===== config.mk =====
export PLATFORM = sky130hd
export DESIGN_NAME = mem_wait_injector
export DESIGN_NICKNAME = d
export VERILOG_FILES = /design/src/rtl/mem_wait_injector.sv
export SDC_FILE = /design/constraint.sdc
export NUM_CORES = 1
export LEC_CHECK = 0
export ABC_AREA = 1
export CAP_MARGIN = 0
export CORE_UTILIZATION = 60
export DETAILED_ROUTE_END_ITERATION = 16
export DONT_BUFFER_PORTS = 1
export GPL_TIMING_DRIVEN = 1
export MAX_ROUTING_LAYER = met4
export PLACE_DENSITY = 0.76
export SLEW_MARGIN = 30
export SYNTH_ARGS = -nofsm -noshare
export SYNTH_HDL_FRONTEND = slang
export SYNTH_SLANG_ARGS = --single-unit

===== constraint.sdc =====
create_clock -name clk -period 2.15 [get_ports clk]
set_input_delay 0 -clock clk [delete_from_list [all_inputs] [get_ports clk]]
set_output_delay 0 -clock clk [all_outputs]
set_load 0.05 [all_outputs]

===== src/rtl/mem_wait_injector.sv =====
// mem_wait_injector: picorv32 native-bus shim that inserts configurable wait states
// ahead of a single-cycle backend access and reports transaction/stall counts.
`ifndef SIZE_OF_THE_BUS
`define SIZE_OF_THE_BUS 32
`endif

module mem_wait_injector #(
    parameter int          BUS_W     = `SIZE_OF_THE_BUS,
    parameter logic [15:0] LFSR_SEED = 16'hACE1
) (
    input  logic             clk,
    input  logic             resetn,
    input  logic             mem_valid,
    input  logic             mem_instr,
    input  logic [BUS_W-1:0] mem_addr,
    input  logic [BUS_W-1:0] mem_wdata,
    input  logic [3:0]       mem_wstrb,
    output logic             mem_ready,
    output logic [BUS_W-1:0] mem_rdata,
    output logic             bk_req,
    output logic [3:0]       bk_wstrb,
    output logic [BUS_W-1:0] bk_addr,
    output logic [BUS_W-1:0] bk_wdata,
    input  logic [BUS_W-1:0] bk_rdata,
    input  logic [1:0]       wait_mode,
    input  logic [2:0]       wait_fixed,
    output logic [31:0]      txn_count,
    output logic [31:0]      stall_count
);
    typedef enum logic [1:0] {IDLE, WAIT, ACCESS, RESP} state_t;

    state_t           state;
    logic [2:0]       w;
    logic [2:0]       w_new;
    logic [15:0]      lfsr;
    logic [BUS_W-1:0] addr_q;
    logic [BUS_W-1:0] wdata_q;
    logic [3:0]       wstrb_q;

    always_comb begin
        w_new = wait_mode == 2'd0 ? 3'd0 :
                wait_mode == 2'd1 ? wait_fixed :
                (wait_mode == 2'd2 || mem_instr) ? lfsr[2:0] : 3'd0;
        mem_rdata = (state == RESP && wstrb_q == 4'd0) ? bk_rdata : '0;
    end

    always_ff @(posedge clk) begin
        if (!resetn) begin
            state       <= IDLE;
            w           <= 3'd0;
            lfsr        <= LFSR_SEED;
            addr_q      <= '0;
            wdata_q     <= '0;
            wstrb_q     <= 4'd0;
            mem_ready   <= 1'b0;
            bk_req      <= 1'b0;
            bk_wstrb    <= 4'd0;
            bk_addr     <= '0;
            bk_wdata    <= '0;
            txn_count   <= 32'd0;
            stall_count <= 32'd0;
        end else begin
            lfsr      <= {lfsr[0] ^ lfsr[2] ^ lfsr[3] ^ lfsr[5], lfsr[15:1]};
            bk_req    <= 1'b0;
            bk_wstrb  <= 4'd0;
            mem_ready <= 1'b0;
            case (state)
                IDLE: if (mem_valid) begin
                    addr_q  <= mem_addr;
                    wdata_q <= mem_wdata;
                    wstrb_q <= mem_wstrb;
                    w       <= w_new;
                    if (w_new == 3'd0) begin
                        state    <= ACCESS;
                        bk_req   <= 1'b1;
                        bk_wstrb <= mem_wstrb;
                        bk_addr  <= mem_addr;
                        bk_wdata <= mem_wdata;
                    end else begin
                        state <= WAIT;
                    end
                end
                // Core withdrawing its request while we stall cancels it outright
                WAIT: if (!mem_valid) begin
                    state <= IDLE;
                end else begin
                    stall_count <= stall_count + 32'd1;
                    w           <= w - 3'd1;
                    if (w == 3'd1) begin
                        state    <= ACCESS;
                        bk_req   <= 1'b1;
                        bk_wstrb <= wstrb_q;
                        bk_addr  <= addr_q;
                        bk_wdata <= wdata_q;
                    end
                end
                ACCESS: begin
                    state     <= RESP;
                    mem_ready <= 1'b1;
                end
                RESP: begin
                    state     <= IDLE;
                    txn_count <= txn_count + 32'd1;
                end
            endcase
        end
    end
endmodule


### Yosys cells after proc, flatten, opt, wreduce, memory -nomap -nowiden

Index checks and enable logic that the tools add are counted.

* add/subtract/negate cells: 3
* multiply operators: 0
* divide/modulo/power cells: 0
* order comparisons: 0
* eq/ne operators: 11
* shift operators: 0
* mux-type cells: 33
* bitwise gates (word level): 3
* reduce and logical (&&, ||, !) cells: 12

Operators by type and width (number)
* $mux 32: 9
* $pmux 32 s2: 2
* $add 32x1->32 const B: 2
* $mux 4: 4
* $mux 3: 5
* $mux 2: 4
* $ne 2x2->1 const B: 4
* $pmux 2 s4: 1
* $pmux 4 s2: 1
* $eq 2x2->1 const B: 3
* $pmux 3 s2: 1
* $reduce_and 2->1: 3
* $mux 1: 5
* $reduce_and 5->1: 1
* $eq 2x1->1 const B: 2
* $logic_not 2->1: 2
* $logic_not 4->1: 1
* $eq 3x1->1 const B: 1
* $logic_not 3->1: 1
* $ne 3x3->1 const B: 1
* $reduce_and 3->1: 1
* $sub 3x1->3 const B: 1
* $xor 1x1->1: 3
* $pmux 1 s2: 1
* other kinds (3): 3

* register bits after elaboration: 223
* latch bits: 0
* bits in writable memories: 0
* memory bits (read-only): 0
* bits of input ports: 109
* output and inout port bits: 166
* logic and storage cells: 75
* memories kept: 0

### Depth between registers and ports, before layout

Gate-level depths: netlist (run 1).

* depth in word-level cells: 9
* mapped depth: 12

### Least setup slack after synthesis (run 1)

OpenSTA, ideal clock, no wires.

* path type: reg-to-reg
* start point: register txn_count[0]
* end point: register txn_count[30]
* setup time: 0.114 ns
* data arrival time: 1.739 ns
* data required time: 2.036 ns
* slack: 0.297 ns
* cell stages (with the launch flop): 13
* buffers on the path: 0
* period minus slack after synthesis: 1.853 ns
* cells stage by stage: dfxtp_1 > ha_1 > inv_1 > nor2_4 > nand2_2 > inv_2 > nand2_1 > nor2_1 > nand2_1 > nor2_1 > nand2_1 > nand2_1 > nor2_1

* longest elaborated chain between the ends: 1

RTL lines
* from (decl): line 27 `output logic [31:0] txn_count,`
* from (signal assigned): line 103 `txn_count <= txn_count + 32'd1;`
* $add 32x1->32: line 103

Every way passes these cells.
A chain may end at the register's enable or synchronous reset.

### Worst setup path after layout (run 1)

* start point: register txn_count[4]
* end point: register txn_count[19]

Same word-level chain as after synthesis.

==> reports/metrics.cfg, run 1 <==
[cts]
cts_buffers=25
insertion_delay_ns=0.52
cts.path.max_buffers=3
htree_levels=1
path_clk_slew_ns=0.06
cts_tree=built
cts_root_buf=clkbuf_16
cts_num_sinks=223

[logic_synthesis]
synth_cells=1572
syn-cell-area_um2=10530
synth_compound_area_frac=0.1612
synth_nets=1685
yosysWarnings=0
synth-simple-area-share=0.2700
yosysUniqueCellTypes=35
synth_adder_area_share=0.004752
synth-xor-area-share=0.004989
synth-seq-cells=223
synth_top_family_by_area=simple AND/OR/NAND/NOR gates
yosysSeqAreaShare=0.4239
synth_area_per_cell_um2=6.700
synthMuxAreaShare=0

[place]
place.gp.congestion=0.8901
hpwlAfterDp_mm=17.76
portBuffers=0
dp_cells=1827

[floorplan]
rows=48
start_util=0.6111
die_area_um2=18090
fp.dieH_um=134.5
ios=275
die_w_um=134.5
core-area_um2=17240

[grt]
grt_max_degree=189
grt_util_all_layers=0.3037
grt_overflow_total=0
grt_pass1_vias=9324
antenna_found_initial=1
grt_pass1_wl_mm=43.86

[cells_and_area]
layout.cells.non_filler=1999
synthToLayoutAreaGrowth_pct=27.89
drive_gt1_frac=0.1139
fin_nets=1874
utilization=0.7815

[job]
cap_violations=0

[routing]
vias=10770
drtIter0Drc=802
ant_nets=0
wl_mm=29.12
drc_errors=0
wl_per_cell_um=14.57
drt-pass1-iter-count=5
avgViaCountPerCell=5.390

[setup_path]
critPathTopFamily=simple AND/OR/NAND/NOR gates
start_kind=register
cp.arrival_ns=2.58
critPathKind=reg -> reg
crit_required_ns=2.61
cp_max_fo=4
path_common_cell=nand2_1
critPathMaxStageDelay_ns=0.55
critPathBufInv=2
cpMaxStageDelayCell=dlygate4sd3_1
crit_chain=buf_6, nand2_1, nor3_2, nand2_2, nor2_2, nand2_1, nand2_1, nand2_1, dlygate4sd3_1, nor2_1
endpoint_kind=register

[timing]
drv_slew=0
fmax_mhz=470.2
final-setup-viol-count=0
finalHoldViolCount=1
clock_skew_ns=0.02633
relSlewSlack=0.4080
min_period_over_period=0.9892
tightest_slew_ns=0.8880
final.min_clock_period_ns=2.127
worst_hold_slack_ns=-0.01623

[power]
vdd_drop_max_mv=0.6738
leakage_uw=0.006171
p_per_area_nw_per_um2=838.1
finalPower_uw=11290

[worst_hold_path]
hp-class=in -> reg

[status]
violations=hold timing
status=finished with violations

-- sequential cells by signal, indices dropped and copies added, names as in the netlist --
register     flops
addr_q          32
w                3
bk_wstrb         4
bk_addr         32
bk_wdata        32
stall_count     32
lfsr            16
mem_ready        1
state            2
wdata_q         32
wstrb_q          4
txn_count       32
bk_req           1
-- cells in the final DEF (no fill, tap or decap), types with 9 or more instances in the layout --
cell	synthesis	routed
nand4_1	16	16
or2_2	9	9
nand3_1	100	100
clkbuf_16	0	25
buf_4	3	104
nor2_2	8	10
dfxtp_1	223	220
nor3_1	19	16
nor2_4	7	9
buf_12	0	9
inv_1	248	248
nor2_1	203	199
nand2_1	291	290
a21oi_1	177	176
dlygate4sd3_1	0	129
o21ai_0	146	145
-- report_power, final --
part	internal [uW]	leakage [uW]	total, uW	switching, uW
clock	2290	0.000367	3920	1630
combinational	774	0.00397	1950	1180
sequential	4530	0.00183	5420	897
total	7590	0.00617	11300	3700
-- per-layer routing --
layer	track usage	wire, um
met5	-	0
met2	0.5317	14470
met3	0.06419	2002
met1	0.3365	11520
met4	0.1211	1119
-- repair_timing --
| action | CTS | global route |
|---|---|---|
| setup buffers | 0 | 2 |
| endpoints found under the setup margin | 0 | 60 |
| hold endpoints to repair | 222 | 142 |
| resized for setup | 0 | 19 |
| hold buffers | 68 | 62 |
-- kinds of logic after synthesis --
family / Yosys count
flops: 223
xor+xnor: 6
fa+ha+maj: 4
buf+inv: 339
simple gates: 666
compound gates: 334
-- synthesized netlist by cell type, drive strengths merged --
cell type	instances	area [um^2]
nor3	19	95.09
o2111ai	1	8.760
a211oi	2	15.01
nand2	297	1140
clkbuf	31	117.6
nand4	17	112.6
xnor2	1	8.760
clkinv	1	3.750
a21oi	177	885.9
nand3b	1	7.510
o211ai	2	15.01
xor2	5	43.79
nor4	1	6.260
o21a	4	30.03
dfxtp	223	4464
ha	4	50.05
nor3b	2	15.01
buf	53	349.1
inv	254	953.4
o21ai	146	730.7
or2	9	56.30
nand3	102	520.5
nor2	218	890.9
o22ai	2	12.51
-- final timing paths --
| check | slack [ns] | endpoint | from | cells after the start |
|---|---|---|---|---|
| hold reg to reg | 0.42 | lfsr[10] | lfsr[11] | 1 |
| setup / recovery | 0.02 | txn_count[19] | txn_count[4] | 10 |
| hold / removal | -0.02 | w[2] | wait_fixed[2] | 6 |
| setup reg to reg | 0.02 | txn_count[19] | txn_count[4] | 10 |
-- worst reg2reg max path, stage by stage, from the launching register on --
cell	delay, ns
dfxtp_1	0.35
buf_6	0.18
nand2_1	0.11
nor3_2	0.24
nand2_2	0.12
nor2_2	0.14
nand2_1	0.11
nand2_1	0.11
nand2_1	0.05
dlygate4sd3_1	0.55
nor2_1	0.10
-- layout make-up --
type                            instances  area (um^2)
Antenna cell                            1        2.502
Tap cell                              225        281.5
Inverter                              255        960.9
Fill cell                            1210         3766
Timing Repair Buffer                  246         2313
Clock buffer                           35        713.2
Sequential cell                       223         4468
Multi-Input combinational cell       1010         4703
Clock inverter                          4        27.53
-- stage by stage --
step                      hold WS (ns)  setup WS (ns)  setup TNS [ns]  instance area (um^2)
final                         -0.01623        0.02332               0                 13470
after global routing           0.05038       -0.07118         -0.1682                 13470
after CTS                      -0.4014        0.01327               0                 12760
after detailed placement        0.1213         0.2672               0                 11330
after global placement          0.1183         0.3188               0                 11330
after floorplan                 0.1349         0.2968               0                 10530
Power figures use the tool's default switching activity.
==> run 2: changes to the inputs <==
--- a/config.mk
+++ b/config.mk
@@ -12,7 +12,7 @@
 export DONT_BUFFER_PORTS = 1
 export GPL_TIMING_DRIVEN = 1
 export MAX_ROUTING_LAYER = met4
-export PLACE_DENSITY = 0.76
+export PLACE_DENSITY_LB_ADDON = 0.2
 export SLEW_MARGIN = 30
 export SYNTH_ARGS = -nofsm -noshare
 export SYNTH_HDL_FRONTEND = slang
==> run 2 against run 1 <==
  * The flow still finishes with violations (hold timing)
  * Clock skew is 0.011 ns lower
  * Routed wire length is 2.5% lower
  * Sequential cell count stayed put
  * Critical path depth fell by 3
  * Clock power rose by 5.4%
  * Sequential share of layout area up 1.3 points
  * Via count decreased by 4.2%
  * Worst setup slack improved by 0.013 ns
  * Power grew 0.63%
  * Combinational power decreased by 7%
  * Largest power group unchanged
==> reports/metrics.cfg, run 2 (synthesis gave the netlist of run 1 again) <==
[routing]
ant_nets=0
drc_errors=0
drtIter0Drc=679
avgViaCountPerCell=5.291
dr.max_layer_used=met4
wl_met1_mm=11.27
dr_wl_met2_mm=14.21
wl_per_cell_um=14.56
wl_mm=28.40
drt-pass1-iter-count=7
wl_met3_mm=1.878
vias=10320

[setup_path]
endpoint_kind=register
critPathKind=reg -> reg
cp_max_fo=5
path_common_cell=nand3_1
critPathMaxStageDelay_ns=0.58
cp.arrival_ns=2.51
crit_required_ns=2.55
crit_chain=ha_1, nand3_1, nor2_4, nand3_1, o21ai_0, dlygate4sd3_1, a21oi_1
start_kind=register
cpMaxStageDelayCell=dlygate4sd3_1

[cts]
insertion_delay_ns=0.51
cts.path.max_buffers=3
cts_buffers=24
cts_tree=built
htree_levels=1
cts_num_sinks=223
path_clk_slew_ns=0.07
cts_root_buf=clkbuf_16

[floorplan]
start_util=0.6111
die_area_um2=18090
core-area_um2=17240
rows=48
fp.dieH_um=134.5
die_w_um=134.5
ios=275

[timing]
clock_skew_ns=0.01515
fmax_mhz=473.0
min_period_over_period=0.9833
relSlewSlack=0.5338
finalHoldViolCount=142
tightest_slew_ns=0.6940
final-setup-viol-count=0
final.min_clock_period_ns=2.114
worst_hold_slack_ns=-0.3590
drv_slew=0
rsz0062_at_grt=true
tns_ns=0

[grt]
antenna_found_initial=0
grt_max_degree=189
grt_overflow_total=0
grt_pass1_vias=9538
grt_util_all_layers=0.3084
grt_pass1_wl_mm=44.41

[cells_and_area]
synthToLayoutAreaGrowth_pct=23.00
diodes=0
final_cell_mix=291 x nand2_1, 248 x inv_1, 219 x dfxtp_1, 201 x nor2_1, 176 x a21oi_1
mostFrequentLayoutCell=nand2_1
fin_nets=1823
regArea_um2=4469
drive_gt1_frac=0.1211
multiInputGateArea_um2=4686
n_fill_cell=1328
layout.cells.non_filler=1951

[place]
portBuffers=0
hpwlAfterDp_mm=18.11
dp_cells=1832
place.gp.congestion=0.9168

[worst_hold_path]
hp-class=in -> reg

[job]
cap_violations=0

[power]
p_per_area_nw_per_um2=877.0
leakage_uw=0.005968
vdd_drop_max_mv=0.6188

[status]
status=finished with violations
violations=hold timing

## run 2: layout make-up
class,instances,share of cell area
tap,225,0.02173
clock buffer,34,0.05399
clock inverter,8,0.006954
multi-input combinational,1010,0.3617
timing repair buffer,196,0.1366
sequential,223,0.3450
inverter,255,0.07408
## run 2: stage by stage
step | hold slack (ns) | utilization | setup WS [ns] | cell area (um^2) | total power (uW)
floorplan | 0.1349 | - | 0.2968 | 10530 | 6822
global placement | 0.1162 | 0.6598 | 0.3583 | 11370 | 7088
detailed placement | 0.1220 | 0.6598 | 0.2888 | 11370 | 7146
CTS | -0.3922 | 0.7422 | 0.01854 | 12790 | 11360
global route | -0.3784 | 0.7516 | -0.03745 | 12950 | 11880
finish | -0.3590 | 0.7516 | 0.03593 | 12950 | 11360
## run 2: what timing repair did
item / CTS / global route
hold endpoints to repair: 206 / 144
setup buffers: 0 / 6
hold buffers: 63 / 8
resized for setup: 0 / 14
endpoints found under the setup margin: 0 / 49
## run 2: path summary, 6_finish.rpt
| kind | from | end | slack, ns | cells after the start |
|---|---|---|---|---|
| setup / recovery | stall_count[0] | stall_count[10] | 0.04 | 7 |
| hold / removal | resetn | wdata_q[12] | -0.36 | 2 |
| setup reg to reg | stall_count[0] | stall_count[10] | 0.04 | 7 |
| hold reg to reg | lfsr[14] | lfsr[13] | 0.42 | 1 |
## run 2: report_power, final
group | total (uW) | internal, uW | switching [uW] | leakage [uW]
clock | 4130 | 2490 | 1640 | 0.000394
sequential | 5410 | 4520 | 888 | 0.00183
combinational | 1820 | 721 | 1100 | 0.00374
total | 11400 | 7740 | 3620 | 0.00597
## run 2: metal layers
metal  track usage  vias to the layer above
met5             -                        -
met1        0.3379                     4647
met4        0.1261                        0
met2        0.5458                      390
met3       0.06194                       73
li1              -                     5213
## run 2: critical path: cells and delay by family (launching register included)
kind / cells / cell delay [ns]
adder cells (fa/ha/maj): 1 / 0.22
AND/OR/NAND/NOR: 3 / 0.52
buffers and inverters: 1 / 0.58
flip-flops: 1 / 0.42
AO/OA/AOI/OAI: 2 / 0.26
